===== src/rtl/detector_paso_pkg.sv =====
// Shared parking package: passage FSM states, detector defaults and lot capacity.
package detector_paso_pkg;

  localparam int unsigned DEBOUNCE_CYCLES_DEF = 4;
  localparam int unsigned SYNC_STAGES_DEF     = 2;
  // Number of spaces in the lot, used by the space counter.
  localparam int unsigned CAPACIDAD           = 32;

  typedef enum logic [2:0] {
    IDLE,
    IN_A,
    IN_AB,
    IN_B,
    OUT_B,
    OUT_BA,
    OUT_A,
    WAIT_CLEAR
  } paso_state_e;

  // Debounced {a,b} pattern that keeps the FSM in a given state.
  function automatic logic [1:0] patron(input paso_state_e s);
    case (s)
      IN_A, OUT_A:   patron = 2'b10;
      IN_AB, OUT_BA: patron = 2'b11;
      IN_B, OUT_B:   patron = 2'b01;
      default:       patron = 2'b00;
    endcase
  endfunction

endpackage


===== src/rtl/detector_paso_filtro_rebote.sv =====
// filtro_rebote: synchronizer followed by a debounce filter for one raw sensor.
// Ports: clk, reset (async, active-high), din (raw, async), dout (debounced level).
module filtro_rebote
  import detector_paso_pkg::*;
#(
  parameter int unsigned DEBOUNCE_CYCLES = DEBOUNCE_CYCLES_DEF,
  parameter int unsigned SYNC_STAGES     = SYNC_STAGES_DEF
) (
  input  logic clk,
  input  logic reset,
  input  logic din,
  output logic dout
);

  localparam int unsigned CNT_W = $clog2(DEBOUNCE_CYCLES + 1);

  logic [SYNC_STAGES-1:0] sync_q, sync_d;
  logic                   deb_q, deb_d;
  logic [CNT_W-1:0]       cnt_q, cnt_d;
  logic [CNT_W-1:0]       cnt_inc;

  // Count cycles of disagreement; accept the new level once the count completes.
  always_comb begin
    sync_d  = {sync_q[SYNC_STAGES-2:0], din};
    deb_d   = deb_q;
    cnt_d   = '0;
    cnt_inc = cnt_q + CNT_W'(1);
    if (sync_q[SYNC_STAGES-1] != deb_q) begin
      if (cnt_inc == CNT_W'(DEBOUNCE_CYCLES)) begin
        deb_d = ~deb_q;
      end else begin
        cnt_d = cnt_inc;
      end
    end
  end

  always_ff @(posedge clk or posedge reset) begin
    if (reset) begin
      sync_q <= '0;
      deb_q  <= 1'b0;
      cnt_q  <= '0;
    end else begin
      sync_q <= sync_d;
      deb_q  <= deb_d;
      cnt_q  <= cnt_d;
    end
  end

  assign dout = deb_q;

endmodule


===== src/rtl/detector_paso.sv =====
// detector_paso: two-beam gate passage detector producing entry/exit pulses.
// Ports: clk, reset (async, active-high), sensor_a (outer beam), sensor_b
// (inner beam); entrada/salida one-cycle pulses, busy outside IDLE, error
// one-cycle pulse on an illegal beam transition.
module detector_paso
  import detector_paso_pkg::*;
#(
  parameter int unsigned DEBOUNCE_CYCLES = DEBOUNCE_CYCLES_DEF,
  parameter int unsigned SYNC_STAGES     = SYNC_STAGES_DEF
) (
  input  logic clk,
  input  logic reset,
  input  logic sensor_a,
  input  logic sensor_b,
  output logic entrada,
  output logic salida,
  output logic busy,
  output logic error
);

  logic        deb_a, deb_b;
  logic [1:0]  pair;
  logic        bad;

  paso_state_e state_q, state_d;
  logic        entrada_q, entrada_d;
  logic        salida_q, salida_d;
  logic        error_q, error_d;
  logic        busy_q, busy_d;

  filtro_rebote #(.DEBOUNCE_CYCLES(DEBOUNCE_CYCLES), .SYNC_STAGES(SYNC_STAGES)) u_filtro_a (
    .clk  (clk),
    .reset(reset),
    .din  (sensor_a),
    .dout (deb_a)
  );

  filtro_rebote #(.DEBOUNCE_CYCLES(DEBOUNCE_CYCLES), .SYNC_STAGES(SYNC_STAGES)) u_filtro_b (
    .clk  (clk),
    .reset(reset),
    .din  (sensor_b),
    .dout (deb_b)
  );

  assign pair = {deb_a, deb_b};

  // Next state: forward step, back-out to previous pattern, abort, or illegal.
  always_comb begin
    state_d   = state_q;
    entrada_d = 1'b0;
    salida_d  = 1'b0;
    error_d   = 1'b0;
    bad       = 1'b0;
    if (state_q == WAIT_CLEAR) begin
      if (pair == 2'b00) state_d = IDLE;
    end else if (pair != patron(state_q)) begin
      case (state_q)
        IDLE: begin
          if (pair == 2'b10)      state_d = IN_A;
          else if (pair == 2'b01) state_d = OUT_B;
          else                    bad = 1'b1;
        end
        IN_A: begin
          if (pair == 2'b11)      state_d = IN_AB;
          else if (pair == 2'b00) state_d = IDLE;
          else                    bad = 1'b1;
        end
        IN_AB: begin
          if (pair == 2'b01)      state_d = IN_B;
          else if (pair == 2'b10) state_d = IN_A;
          else                    bad = 1'b1;
        end
        IN_B: begin
          if (pair == 2'b00) begin
            state_d   = IDLE;
            entrada_d = 1'b1;
          end else if (pair == 2'b11) state_d = IN_AB;
          else                        bad = 1'b1;
        end
        OUT_B: begin
          if (pair == 2'b11)      state_d = OUT_BA;
          else if (pair == 2'b00) state_d = IDLE;
          else                    bad = 1'b1;
        end
        OUT_BA: begin
          if (pair == 2'b10)      state_d = OUT_A;
          else if (pair == 2'b01) state_d = OUT_B;
          else                    bad = 1'b1;
        end
        OUT_A: begin
          if (pair == 2'b00) begin
            state_d  = IDLE;
            salida_d = 1'b1;
          end else if (pair == 2'b11) state_d = OUT_BA;
          else                        bad = 1'b1;
        end
        default: bad = 1'b1;
      endcase
      if (bad) begin
        state_d = WAIT_CLEAR;
        error_d = 1'b1;
      end
    end
    // Registered so busy tracks the state register exactly.
    busy_d = (state_d != IDLE);
  end

  always_ff @(posedge clk or posedge reset) begin
    if (reset) begin
      state_q   <= IDLE;
      entrada_q <= 1'b0;
      salida_q  <= 1'b0;
      error_q   <= 1'b0;
      busy_q    <= 1'b0;
    end else begin
      state_q   <= state_d;
      entrada_q <= entrada_d;
      salida_q  <= salida_d;
      error_q   <= error_d;
      busy_q    <= busy_d;
    end
  end

  assign entrada = entrada_q;
  assign salida  = salida_q;
  assign error   = error_q;
  assign busy    = busy_q;

endmodule


===== config.mk =====
export PLATFORM = sky130hd
export DESIGN_NAME = detector_paso
export DESIGN_NICKNAME = d
export VERILOG_FILES = /design/src/rtl/detector_paso_pkg.sv /design/src/rtl/detector_paso_filtro_rebote.sv /design/src/rtl/detector_paso.sv
export SDC_FILE = /design/constraint.sdc
export NUM_CORES = 1
export LEC_CHECK = 0
export BUFFER_PORTS_ARGS = -buffer_cell sky130_fd_sc_hd__buf_2
export CAP_MARGIN = 0
export CORE_AREA = 5 5 78 80
export CTS_CLUSTER_DIAMETER = 150
export DETAILED_ROUTE_END_ITERATION = 16
export DIE_AREA = 0 0 83 85
export PLACE_DENSITY = 0.45
export SETUP_SLACK_MARGIN = 0.1
export SLEW_MARGIN = 20
export SYNTH_ARGS = -nofsm -noshare
export SYNTH_HDL_FRONTEND = slang
export SYNTH_SLANG_ARGS = --single-unit
export TNS_END_PERCENT = 10

===== constraint.sdc =====
create_clock -name clk -period 6.6 [get_ports clk]
set_clock_uncertainty 0.1 [all_clocks]
set_input_delay 0.66 -clock clk [delete_from_list [all_inputs] [get_ports clk]]
set_output_delay 0.66 -clock clk [all_outputs]
set_load 0.005 [all_outputs]

# ---- Word-level counts from Yosys, hierarchy flattened
# Cells that the tools add are included.
dict set report totals {
  register_bits 19
  output_inout_bits 4
  word_cells 84
}
dict set report classes {
  n_bitwise 2
  muxes 43
  n_eq_ne 15
  n_reduce_logical 11
  n_addsub 2
}
# cell n
set ops {}
lappend ops {{2-to-1 mux 3 bit} 19}
lappend ops {{case mux 3 bit (7 select lines)} 1}
lappend ops {{2-to-1 mux 1 bit} 20}
lappend ops {{equality test 3 bit, second input constant} 6}
lappend ops {{OR reduction 2 bit} 6}
lappend ops {{adder 3 x 1 -> 3 bit, second input constant} 2}
lappend ops {{equality test 3 x 2 -> 1 bit, second input constant} 2}
lappend ops {{case mux 2 bit (3 select lines)} 1}
lappend ops {{equality test 2 bit, second input constant} 2}
lappend ops {{case mux 1 bit (4 select lines)} 1}
lappend ops {{AND reduction 2 bit} 2}
lappend ops {{equality test 3 x 1 -> 1 bit, second input constant} 1}
lappend ops {{logical NOT 3 bit} 1}
lappend ops {{nonzero test 3 bit} 1}
lappend ops {{equality test 2 x 1 -> 1 bit, second input constant} 1}
lappend ops {{logical NOT 2 bit} 1}
lappend ops {{2-to-1 mux 2 bit} 1}
lappend ops {{inequality test 1 bit} 2}
lappend ops {{inequality test 2 bit} 1}
lappend ops {{NOT 1 bit} 2}

# ---- Depth between registers and ports, before layout
# Gate-level depths: netlist of the first run.
dict set report depth {
  depth_word 11
  depth_mapped 9
  ltp_nobuf 8
}

# ---- Cells and area by module
# Synthesis of the first run repeated with hierarchy kept, for this count alone.
dict set report hier_totals {
  cells_unflattened 130
  area_unflattened_um2 1270.0
}
# mod seq_area_each_um2 n_inst cells_per_inst area_per_inst_um2
set by_module_without_submodules {}
lappend by_module_without_submodules {detector_paso 175.2 1 96 794.5}
lappend by_module_without_submodules {filtro_rebote 150.1 2 17 237.7}

# ---- Worst setup path after synthesis of the first run
# OpenSTA, ideal clock, no wires.
dict set report synth_timing {
  path_kind {register -> register}
  start {register state_q[0]}
  end {register busy_q, in the netlist busy}
  n_path_buf 0
  period_less_slack_ns 2.269
  stages_incl_launch_ff 8
  slack_ns 4.331
  arrival_ns 2.038
  t_required_ns 6.369
  setup_ns 0.131
  path_cell_list {dfrtp_1 inv_2 ha_1 xnor2_1 or4b_1 nand3_1 o22ai_1 or3_1}
}
dict set report synth_via {
  elab_chain_cells 9
  word_cells_on_any_way 37
  cone_classes {8 x eq/ne; 21 x mux; 8 x reduce/logical}
}
# element line
set synth_lines {}
lappend synth_lines {{from (decl)} detector_paso.sv:25} ;# paso_state_e state_q, state_d;
lappend synth_lines {{from (signal assigned)} detector_paso.sv:116} ;# state_q <= state_d;
lappend synth_lines {{equality test 3 bit (tied with other cells)} {detector_paso_pkg.sv:22, detector_paso.sv:57}}
lappend synth_lines {{OR reduction 2 bit (no line)} --}
lappend synth_lines {{case mux 1 bit (4 select lines)} detector_paso.sv:57} ;# case (state_q)
lappend synth_lines {{2-to-1 mux 1 bit} detector_paso.sv:56} ;# end else if (pair != patron(state_q)) begin
lappend synth_lines {{2-to-1 mux 1 bit} detector_paso.sv:54} ;# if (state_q == WAIT_CLEAR) begin
lappend synth_lines {{2-to-1 mux 3 bit} detector_paso.sv:99} ;# if (bad) begin
lappend synth_lines {{2-to-1 mux 3 bit} detector_paso.sv:56}
lappend synth_lines {{2-to-1 mux 3 bit (*)} detector_paso.sv:54}
lappend synth_lines {{named net state_d[1]} detector_paso.sv:25}
lappend synth_lines {{nonzero test 3 bit (*)} detector_paso.sv:105} ;# busy_d = (state_d != IDLE);
lappend synth_lines {{named net busy_d} detector_paso.sv:29} ;# logic busy_q, busy_d;
lappend synth_lines {{to (signal assigned)} detector_paso.sv:120} ;# busy_q <= busy_d;
lappend synth_lines {{to (decl)} detector_paso.sv:29}
# The timed path passes the listed nets; every way through them passes the cells marked *. The select of a mux whose other input is x is not followed.
# A chain may end at the register's enable or synchronous reset.

# ---- Worst setup path after layout of the first run
# Same ends and word-level chain as after synthesis.

==> results.py, run 1 <==
metrics = {
    "worst_setup_path": {
        "critPathTopFamily": "simple AND/OR/NAND/NOR gates",
        "crit_path_cell_trace": "inv_2 > ha_1 > nor2_1 > nor4_2 > o32ai_1 > nor4_1 > o22ai_1 > or3_1",
        "r2r_setup_slack_ns": 3.99,
        "r2r-end": "busy",
        "cp_slowest_stage_delay_ns": 0.46,
        "rr_startpoint": "state_q[0]",
        "setup.worst_path.start_class": "register",
        "rr_worst_depth": 8,
        "crit_slowest_cell": "dfrtp_1",
        "arrival_ns": 2.66,
        "crit_required_ns": 6.65,
        "crit_cells": 8,
        "cp_max_fo": 11,
        "path_buf_inv": 1,
        "end_kind": "register",
        "path_class": "reg -> reg",
    },
    "timing": {
        "hold_slack_ns": 0.254,
        "fmax_mhz": 382,
        "relSlewSlack_pct": 51.2,
        "final-setup-viol-count": 0,
        "rsz0062_at_grt": "false",
        "drv_slew": 0,
        "finalHoldViolCount": 0,
        "tightest_slew_ns": 0.731,
        "setup-tns-final_ns": 0,
        "finalCritPeriodShare_pct": 39.6,
        "layout_min_cycle_time_ns": 2.61,
    },
    "synth": {
        "synth_edf_count": 0,
        "ys_warn_count": 0,
        "ys_top_cells_by_area": "dfrtp_1, ha_1, a21oi_1, nor2b_1, nor3b_1",
        "ys_ff_latch": 19,
        "avgSynthCellArea_um2": 9.74,
        "synthArstFlopShare_pct": 100,
        "synth.distinct_cells": 46,
        "synthFlopType": "dfrtp_1",
        "yosysTopAreaCell": "dfrtp_1",
        "synth_top_area_share_pct": 37.3,
        "synth-seq-area-share_pct": 37.3,
        "postSynthCellCount": 131,
        "syn-cell-area_mm2": 0.00128,
        "syn-num-nets": 150,
    },
    "status": {
        "status": "finished clean",
    },
    "power_and_ir_drop": {
        "vdd_drop_max_mv": 0.184,
        "power_density_mw_per_mm2": 494,
        "power_mw": 0.694,
        "power.leakage_nw": 0.610,
    },
    "grt": {
        "grt_max_degree": 24,
        "grt_antenna_before_repair": 0,
        "grt_overflow": 0,
        "grt_pass1_vias": 1003,
        "grt_pass1_wl_um": 4740,
        "track_usage_pct": 7.98,
    },
    "cts": {
        "ctsHtreeMaxLevel": 1,
        "clockBufferDepth": 2,
        "cts_hold_buf": 0,
        "post_cts_buffers": 0,
        "path_clk_slew_ns": 0.08,
        "ctsResizeCount": 0,
        "cts_buffers": 3,
        "cts_root_buf": "clkbuf_8",
        "cts_sinks": 19,
        "cts_tree": "yes",
        "clk_latency_ns": 0.26,
    },
    "floorplanning": {
        "rows": 27,
        "coreArea_mm2": 0.00534,
        "ios": 8,
        "fp.dieH_um": 85,
        "start_util_pct": 23.9,
        "die_area_mm2": 0.00706,
        "fp.dieW_um": 83,
    },
    "worst_hold_path": {
        "min-delay-start": "u_filtro_b.sync_q[0]",
        "min_to": "u_filtro_b.sync_q[1]",
        "whs_path_depth": 0,
        "min_path_type": "reg -> reg",
    },
    "placement": {
        "globalplace.congestion": 0.845,
        "dpl.hpwl_um": 1980,
        "io_buffers": 7,
    },
    "route": {
        "wl_per_cell_um": 13.1,
        "ant_nets": 0,
        "drt_iter0_markers": 39,
        "vias": 960,
        "drc": 0,
        "drt_first_pass_iters": 4,
        "via_per_inst": 4.64,
        "detail_route.wirelength_um": 2710,
    },
    "finish": {
        "mostFrequentLayoutCell": "dfrtp_1",
        "final_util_pct": 26.3,
        "final_cell_mix": "dfrtp_1, ha_1, a21oi_1, o21ai_0, buf_2",
        "fillers": 599,
        "multiInputGateArea_um2": 732,
        "diodes": 0,
        "area_delta_synth_final_pct": 10.0,
        "regArea_um2": 475,
        "drive_above_1_share_pct": 12.6,
        "fin_nets": 155,
    },
    "run": {
        "cap_viol_max_count": 0,
    },
}
==> area by class of cell <==
type | instances | share of cell area (%)
flip-flops and latches | 19 | 33.9
repair buffers | 7 | 2.50
inverters | 6 | 1.60
clock inverters | 1 | 0.535
multi-input cells | 99 | 52.1
well taps | 72 | 6.42
clock buffers | 3 | 2.94
==> registers in the layout, indices dropped and copies added (netlist names) <==
signal	count
busy	1
entrada	1
error	1
salida	1
state_q	3
u_filtro_a.cnt_q	3
u_filtro_a.dout	1
u_filtro_a.sync_q	2
u_filtro_b.cnt_q	3
u_filtro_b.dout	1
u_filtro_b.sync_q	2
==> cell usage after synthesis, types with 2 or more instances <==
cell type and n:
buf_4 2, nor3b_1 5, nand2_1 5, nor2_1 6, o21ai_0 7, a211oi_1 2
buf_2 3, inv_2 2, nand2b_1 2, ha_1 15, or2b_1 2, dfrtp_1 19
xor2_1 2, o211ai_1 2, nor2b_1 6, o21ai_1 2, nor3_1 4, nand3_1 2
a31o_2 2, a21oi_1 8, inv_1 4, nor4_1 3, xnor2_1 3
==> cell families (layout without fill, tap and decap cells) <==
kind of cell               count (synthesis)  in the layout  synth area share [%]
and+or+nand+nor                           43             43                  20.3
DFF                                       19             19                  37.3
adders and majority gates                 15             15                  14.7
buffers and inverters                     13             17                  5.39
xor gates and xnor gates                   5              5                  3.43
AOI/OAI and AO/OA                         36             36                  18.9
==> how the worst max path moves through the flow <==
stage / start / endpoint / slack, ns
6_report: state_q[0] / busy / 3.99
5_1_grt: state_q[0] / busy / 3.69
4_1_cts: state_q[0] / busy / 4.00
3_5_place_dp: state_q[0] / busy / 4.01
3_3_place_gp: u_filtro_b.dout / busy / 3.99
2_1_floorplan: state_q[0] / busy / 4.33
==> power by group <==
part | total, mW | leakage (nW) | switching [mW] | internal (mW)
sequential | 0.205 | 0.234 | 0.0505 | 0.154
clock | 0.0855 | 0.0217 | 0.0428 | 0.0427
combinational | 0.404 | 0.354 | 0.234 | 0.170
==> worst register-to-register path, stage by stage, from the launching register on <==
cell and delay (ns):
dfrtp_1 0.46, inv_2 0.14, ha_1 0.41, nor2_1 0.17, nor4_2 0.16, o32ai_1 0.19
nor4_1 0.36, o22ai_1 0.13, or3_1 0.38
==> per-layer routing <==
layer	track usage, %	part of all wire, %
met1	10.5	49
met3	1.17	2.8
met4	2.67	1.4
met5	0	0
met2	13.4	47
==> stage by stage <==
step	worst slack (ns)	area, um2	cells
6_report	3.99	1400	207
3_5_place_dp	4.01	1360	203
3_3_place_gp	3.99	1360	203
4_1_cts	4.00	1400	207
2_1_floorplan	4.33	1280	131
5_1_grt	3.69	1400	207
Note: power is estimated with default switching activity, not from simulation.
==> inputs of run 2 (changes only) <==
--- a/config.mk
+++ b/config.mk
@@ -11,7 +11,7 @@
 export CTS_CLUSTER_DIAMETER = 150
 export DETAILED_ROUTE_END_ITERATION = 16
 export DIE_AREA = 0 0 83 85
-export PLACE_DENSITY = 0.45
+export PLACE_DENSITY = 0.46
 export SETUP_SLACK_MARGIN = 0.1
 export SLEW_MARGIN = 20
 export SYNTH_ARGS = -nofsm -noshare
==> constraint.sdc (replaced) <==
create_clock -name clk -period 2.3 [get_ports clk]
set_clock_uncertainty 0.1 [all_clocks]
set_input_delay 0.23 -clock clk [delete_from_list [all_inputs] [get_ports clk]]
set_output_delay 0.23 -clock clk [all_outputs]
set_load 0.005 [all_outputs]
==> run 2 against run 1 <==
The run now ends with hold timing left. Maximum frequency is 15% higher. Final area rose by 42%. Global-route usage is 1.9 points higher. Non-clock buffer count rose by 46. Core utilization grew 11 points. Sequential power rose to 2.7 times the previous value. Sequential share of layout area decreased by 9.7 points. Register-to-register slack worse by 4.0 ns. Flip-flop and latch count is the same. Clock power grew to 2.8 times the previous value. Via count grew 20%. Critical path type unchanged. Largest cell class unchanged.
==> results.py, run 2 (synthesis results as in run 1) <==
metrics = {
    "placement": {
        "globalplace.congestion": 0.938,
        "io_buffers": 7,
        "place_area_mm2": 0.00163,
        "dp_worst_setup_slack_ns": -0.212,
        "dpl.hpwl_um": 2400,
    },
    "timing": {
        "drv_slew": 0,
        "final-setup-viol-count": 0,
        "relSlewSlack_pct": 51.0,
        "setup-tns-final_ns": 0,
        "rsz0062_at_grt": "true",
        "finalHoldViolCount": 19,
        "hold_slack_ns": -0.0168,
        "setup_slack_ns": 0.0257,
        "finalCritPeriodShare_pct": 98.9,
        "tightest_slew_ns": 0.734,
        "layout_min_cycle_time_ns": 2.27,
        "fmax_mhz": 440,
    },
    "worst_setup_path": {
        "path_class": "reg -> reg",
        "end_kind": "register",
        "crit_path_cell_trace": "buf_4 > ha_4 > buf_6 > nor3_4 > or4b_4 > nand3_4 > o22ai_2 > or3_1",
        "crit_slowest_cell": "or4b_4",
        "setup.worst_path.start_class": "register",
        "crit_required_ns": 2.34,
        "cp_slowest_stage_delay_ns": 0.51,
        "path_buf_inv": 2,
        "arrival_ns": 2.32,
        "cp_max_fo": 9,
        "critPathTopFamily": "simple AND/OR/NAND/NOR gates",
    },
    "route": {
        "drt_first_pass_iters": 4,
        "vias": 1155,
        "drc": 0,
        "routed-wl-met3_um": 83,
        "top_layer": "met4",
        "via_per_inst": 4.57,
        "drt_iter0_markers": 63,
        "detail_route.wirelength_um": 3370,
        "wl_met1_um": 1560,
        "wl_per_cell_um": 13.3,
        "ant_nets": 0,
        "wl_met2_um": 1660,
    },
    "finish": {
        "stdcell_area_mm2": 0.00199,
        "drive_above_1_share_pct": 48.6,
        "top_regs": "state_q (3), u_filtro_a.cnt_q (3), u_filtro_b.cnt_q (3)",
        "mostFrequentLayoutCell": "buf_4",
        "final_cell_mix": "buf_4, dfrtp_1, ha_1, a21oi_1, buf_2",
        "final_util_pct": 37.3,
        "area_delta_synth_final_pct": 55.9,
        "diodes": 0,
        "fin_nets": 201,
    },
    "floorplanning": {
        "fp.dieW_um": 83,
        "rows": 27,
        "start_util_pct": 23.9,
        "die_area_mm2": 0.00706,
        "ios": 8,
        "fp.dieH_um": 85,
        "coreArea_mm2": 0.00534,
    },
    "cts": {
        "cts_sinks": 19,
        "clockBufferDepth": 2,
        "path_clk_slew_ns": 0.07,
        "clk_latency_ns": 0.26,
        "cts_root_buf": "clkbuf_8",
        "ctsHtreeMaxLevel": 1,
        "cts_tree": "yes",
        "cts_buffers": 3,
    },
    "power_and_ir_drop": {
        "power.switching_mw": 1.38,
        "sw_frac_of_total_pct": 41.9,
        "pwr-share-seq_pct": 16.8,
        "pwr-share-clk_pct": 7.3,
        "power.internal_mw": 1.92,
        "comb_power_share_pct": 75.9,
        "power.leakage_nw": 0.872,
        "vdd_drop_max_mv": 0.862,
        "power_density_mw_per_mm2": 1660,
        "power_mw": 3.30,
    },
    "grt": {
        "grt_pass1_wl_um": 5790,
        "grt_antenna_before_repair": 0,
        "grt_overflow": 0,
        "grt_max_degree": 20,
        "track_usage_pct": 9.90,
        "grt_pass1_vias": 1238,
    },
    "worst_hold_path": {
        "min_path_type": "in -> async",
    },
    "status": {
        "violations": "hold timing",
        "status": "complete, but fails checks",
    },
    "run": {
        "cap_viol_max_count": 0,
    },
}
run 2: timing repair:
action	CTS	global route
resized for setup	28	17
cloned	0	0
setup endpoints to repair	4	3
pin swaps	7	10
hold endpoints to repair	2	0
hold buffers	2	0
buffers inserted	4	7
run 2: power by group through the flow:
| stage | Clock [mW] | Sequential [mW] | Combinational, mW |
|---|---|---|---|
| after CTS | 0.246 | 0.555 | 2.17 |
| after detailed placement | 0 | 0.539 | 1.78 |
| after global placement | 0 | 0.535 | 1.78 |
| after floorplan | 0 | 0.537 | 1.00 |
| final | 0.240 | 0.556 | 2.50 |
| after global routing | 0.258 | 0.572 | 2.71 |
run 2: worst paths after layout:
path	start	slack, ns	to	cells after the start
setup / recovery	state_q[0]	0.03	busy	8
hold / removal	reset	-0.02	state_q[0]	2
setup reg to reg	state_q[0]	0.03	busy	8
hold reg to reg	u_filtro_b.sync_q[0]	0.26	u_filtro_b.sync_q[1]	0
max in group asynchronous	reset	1.61	u_filtro_a.dout	2
min in group clk	u_filtro_b.sync_q[0]	0.26	u_filtro_b.sync_q[1]	0
run 2: area by class of cell:
cell class / instances / area (um2)
fill: 547 / 3350
clock buffer: 3 / 41.3
timing repair buffer: 53 / 400
tap: 72 / 90.1
sequential: 19 / 480
clock inverter: 1 / 7.51
inverter: 6 / 25.0
multi-input combinational: 99 / 945
run 2: stage by stage:
| step | hold WS (ns) | cells |
|---|---|---|
| after floorplan | 0.0811 | 131 |
| after global placement | 0.241 | 237 |
| after detailed placement | 0.241 | 237 |
| after CTS | 0.0128 | 247 |
| after global routing | 0.0644 | 253 |
| final | -0.0168 | 253 |
run 2: layer usage:
metal	global-route usage, %	vias to the layer above
met5	0	-
met3	1.26	5
li1	-	576
met4	3.42	0
met2	17.8	18
met1	12.2	556
==> inputs of run 3 (changes only) <==
--- a/config.mk
+++ b/config.mk
@@ -7,10 +7,10 @@
 export LEC_CHECK = 0
 export BUFFER_PORTS_ARGS = -buffer_cell sky130_fd_sc_hd__buf_2
 export CAP_MARGIN = 0
-export CORE_AREA = 5 5 78 80
+export CORE_AREA = 5 5 61 103
 export CTS_CLUSTER_DIAMETER = 150
 export DETAILED_ROUTE_END_ITERATION = 16
-export DIE_AREA = 0 0 83 85
+export DIE_AREA = 0 0 66 108
 export PLACE_DENSITY = 0.46
 export SETUP_SLACK_MARGIN = 0.1
 export SLEW_MARGIN = 20
==> run 3 against run 2 <==
The run ends with setup timing left. Maximum frequency fell by 5.3%. Wire length up 5.3%. Final cell count grew 1.2%.
==> results.py, run 3 (synthesis results as in run 1) <==
metrics = {
    "route": {
        "drc": 0,
        "via_per_inst": 4.55,
        "ant_nets": 0,
        "detail_route.wirelength_um": 3550,
        "vias": 1164,
        "wl_per_cell_um": 13.9,
        "drt_first_pass_iters": 4,
        "drt_iter0_markers": 6,
    },
    "cts": {
        "cts_sinks": 19,
        "clk_latency_ns": 0.25,
        "clockBufferDepth": 2,
        "cts_buffers": 3,
        "ctsHtreeMaxLevel": 1,
        "cts_tree": "yes",
        "path_clk_slew_ns": 0.06,
        "cts_root_buf": "clkbuf_8",
    },
    "placement": {
        "globalplace.congestion": 0.805,
        "dp.cells": 235,
        "io_buffers": 7,
        "dpl.hpwl_um": 2620,
    },
    "floorplanning": {
        "die_area_mm2": 0.00713,
        "rows": 35,
        "fp.dieH_um": 108,
        "ios": 8,
        "fp.dieW_um": 66,
        "start_util_pct": 24.1,
        "coreArea_mm2": 0.00530,
    },
    "grt": {
        "grt_max_degree": 20,
        "track_usage_pct": 10.9,
        "grt_pass1_wl_um": 6040,
        "grt_pass1_vias": 1279,
        "grt_antenna_before_repair": 0,
        "grt_overflow": 0,
    },
    "worst_setup_path": {
        "arrival_ns": 2.43,
        "path_class": "reg -> reg",
        "end_kind": "register",
        "setup.worst_path.start_class": "register",
        "cp_max_fo": 4,
        "crit_required_ns": 2.33,
    },
    "timing": {
        "relSlewSlack_pct": 53.3,
        "rsz0062_at_grt": "true",
        "finalCritPeriodShare_pct": 104,
        "layout_min_cycle_time_ns": 2.40,
        "final-setup-viol-count": 1,
        "tightest_slew_ns": 0.700,
        "setup_slack_ns": -0.102,
        "drv_slew": 0,
        "finalHoldViolCount": 0,
        "fmax_mhz": 416,
    },
    "run": {
        "cap_viol_max_count": 0,
    },
    "finish": {
        "area_delta_synth_final_pct": 55.5,
        "diodes": 0,
        "fin_cells": 256,
        "final_cell_mix": "buf_4, dfrtp_1, ha_1, a21oi_1, buf_2",
        "fin_nets": 202,
        "mostFrequentLayoutCell": "buf_4",
        "top_regs": "state_q (3), u_filtro_a.cnt_q (3), u_filtro_b.cnt_q (3)",
        "drive_above_1_share_pct": 44.0,
    },
    "worst_hold_path": {
        "min_path_type": "reg -> reg",
    },
    "status": {
        "status": "complete, but fails checks",
        "violations": "setup timing",
    },
    "power_and_ir_drop": {
        "power.leakage_nw": 0.885,
        "vdd_drop_max_mv": 0.621,
        "power_mw": 3.23,
        "power_density_mw_per_mm2": 1630,
    },
}
## run 3: cell count changes in the layout (fill, tap and decap cells not counted), sizes merged
cell	delta
clkbuf	+1
clkinvlp	-1
dlygate4sd3	+1
## run 3: critical path, stage by stage (launching register included)
cell and delay [ns]:
dfrtp_1 0.41, buf_6 0.13, ha_4 0.18, buf_6 0.12, buf_6 0.12, buf_12 0.12
o211ai_1 0.08, a21oi_1 0.11, a2111oi_2 0.36, buf_4 0.18, o21ai_2 0.05, or3_1 0.31
## run 3: area by class of cell
cell class	count	area, um2
repair buffers	54	432
flip-flops and latches	19	477
fillers	504	3310
clock buffers	4	45.0
well taps	74	92.6
inverters	6	25.0
multi-input cells	99	913
## run 3: report_power, final
| part | switching (mW) | internal, mW |
|---|---|---|
| sequential | 0.0998 | 0.446 |
| combinational | 1.13 | 1.33 |
| clock | 0.100 | 0.123 |
## run 3: path summary, 6_finish.rpt
| check | endpoint | cells after the start | slack, ns | from |
|---|---|---|---|---|
| setup reg to reg | busy | 11 | -0.10 | state_q[1] |
| hold reg to reg | u_filtro_b.sync_q[1] | 0 | 0.25 | u_filtro_b.sync_q[0] |
| setup / recovery | busy | 11 | -0.10 | state_q[1] |
| hold / removal | u_filtro_b.sync_q[1] | 0 | 0.25 | u_filtro_b.sync_q[0] |
| max in group asynchronous | state_q[0] | 3 | 1.08 | reset |
| min in group asynchronous | u_filtro_b.sync_q[0] | 3 | 0.54 | reset |
## run 3: per-stage QoR
step           hold WS [ns]  util (%)  area [um2]  setup slack [ns]  setup TNS [ns]
4_1_cts               0.251      36.9        1960           -0.0531         -0.0531
2_1_floorplan        0.0811         -        1290            0.0806               0
3_5_place_dp          0.236      30.2        1600            -0.199          -0.199
5_1_grt               0.264      37.4        1980            -0.170          -0.170
6_report              0.248      37.4        1980            -0.102          -0.102
3_3_place_gp          0.240      30.2        1600            -0.241          -0.264
## run 3: repair_timing
item | CTS | global route
pin swaps | 12 | 2
endpoints found under the setup margin | 2 | 4
hold endpoints to repair | 20 | 0
gates resized for setup | 32 | 2
hold buffers | 3 | 0
buffers inserted | 12 | 2
## run 3: routing by layer
metal	vias to the layer above	GRT usage, %	part of all wire [%]
met5	-	0	0
met4	0	4.22	1.8
met3	6	1.25	1.7
met2	14	22.3	61
met1	573	10.6	36
li1	571	-	-
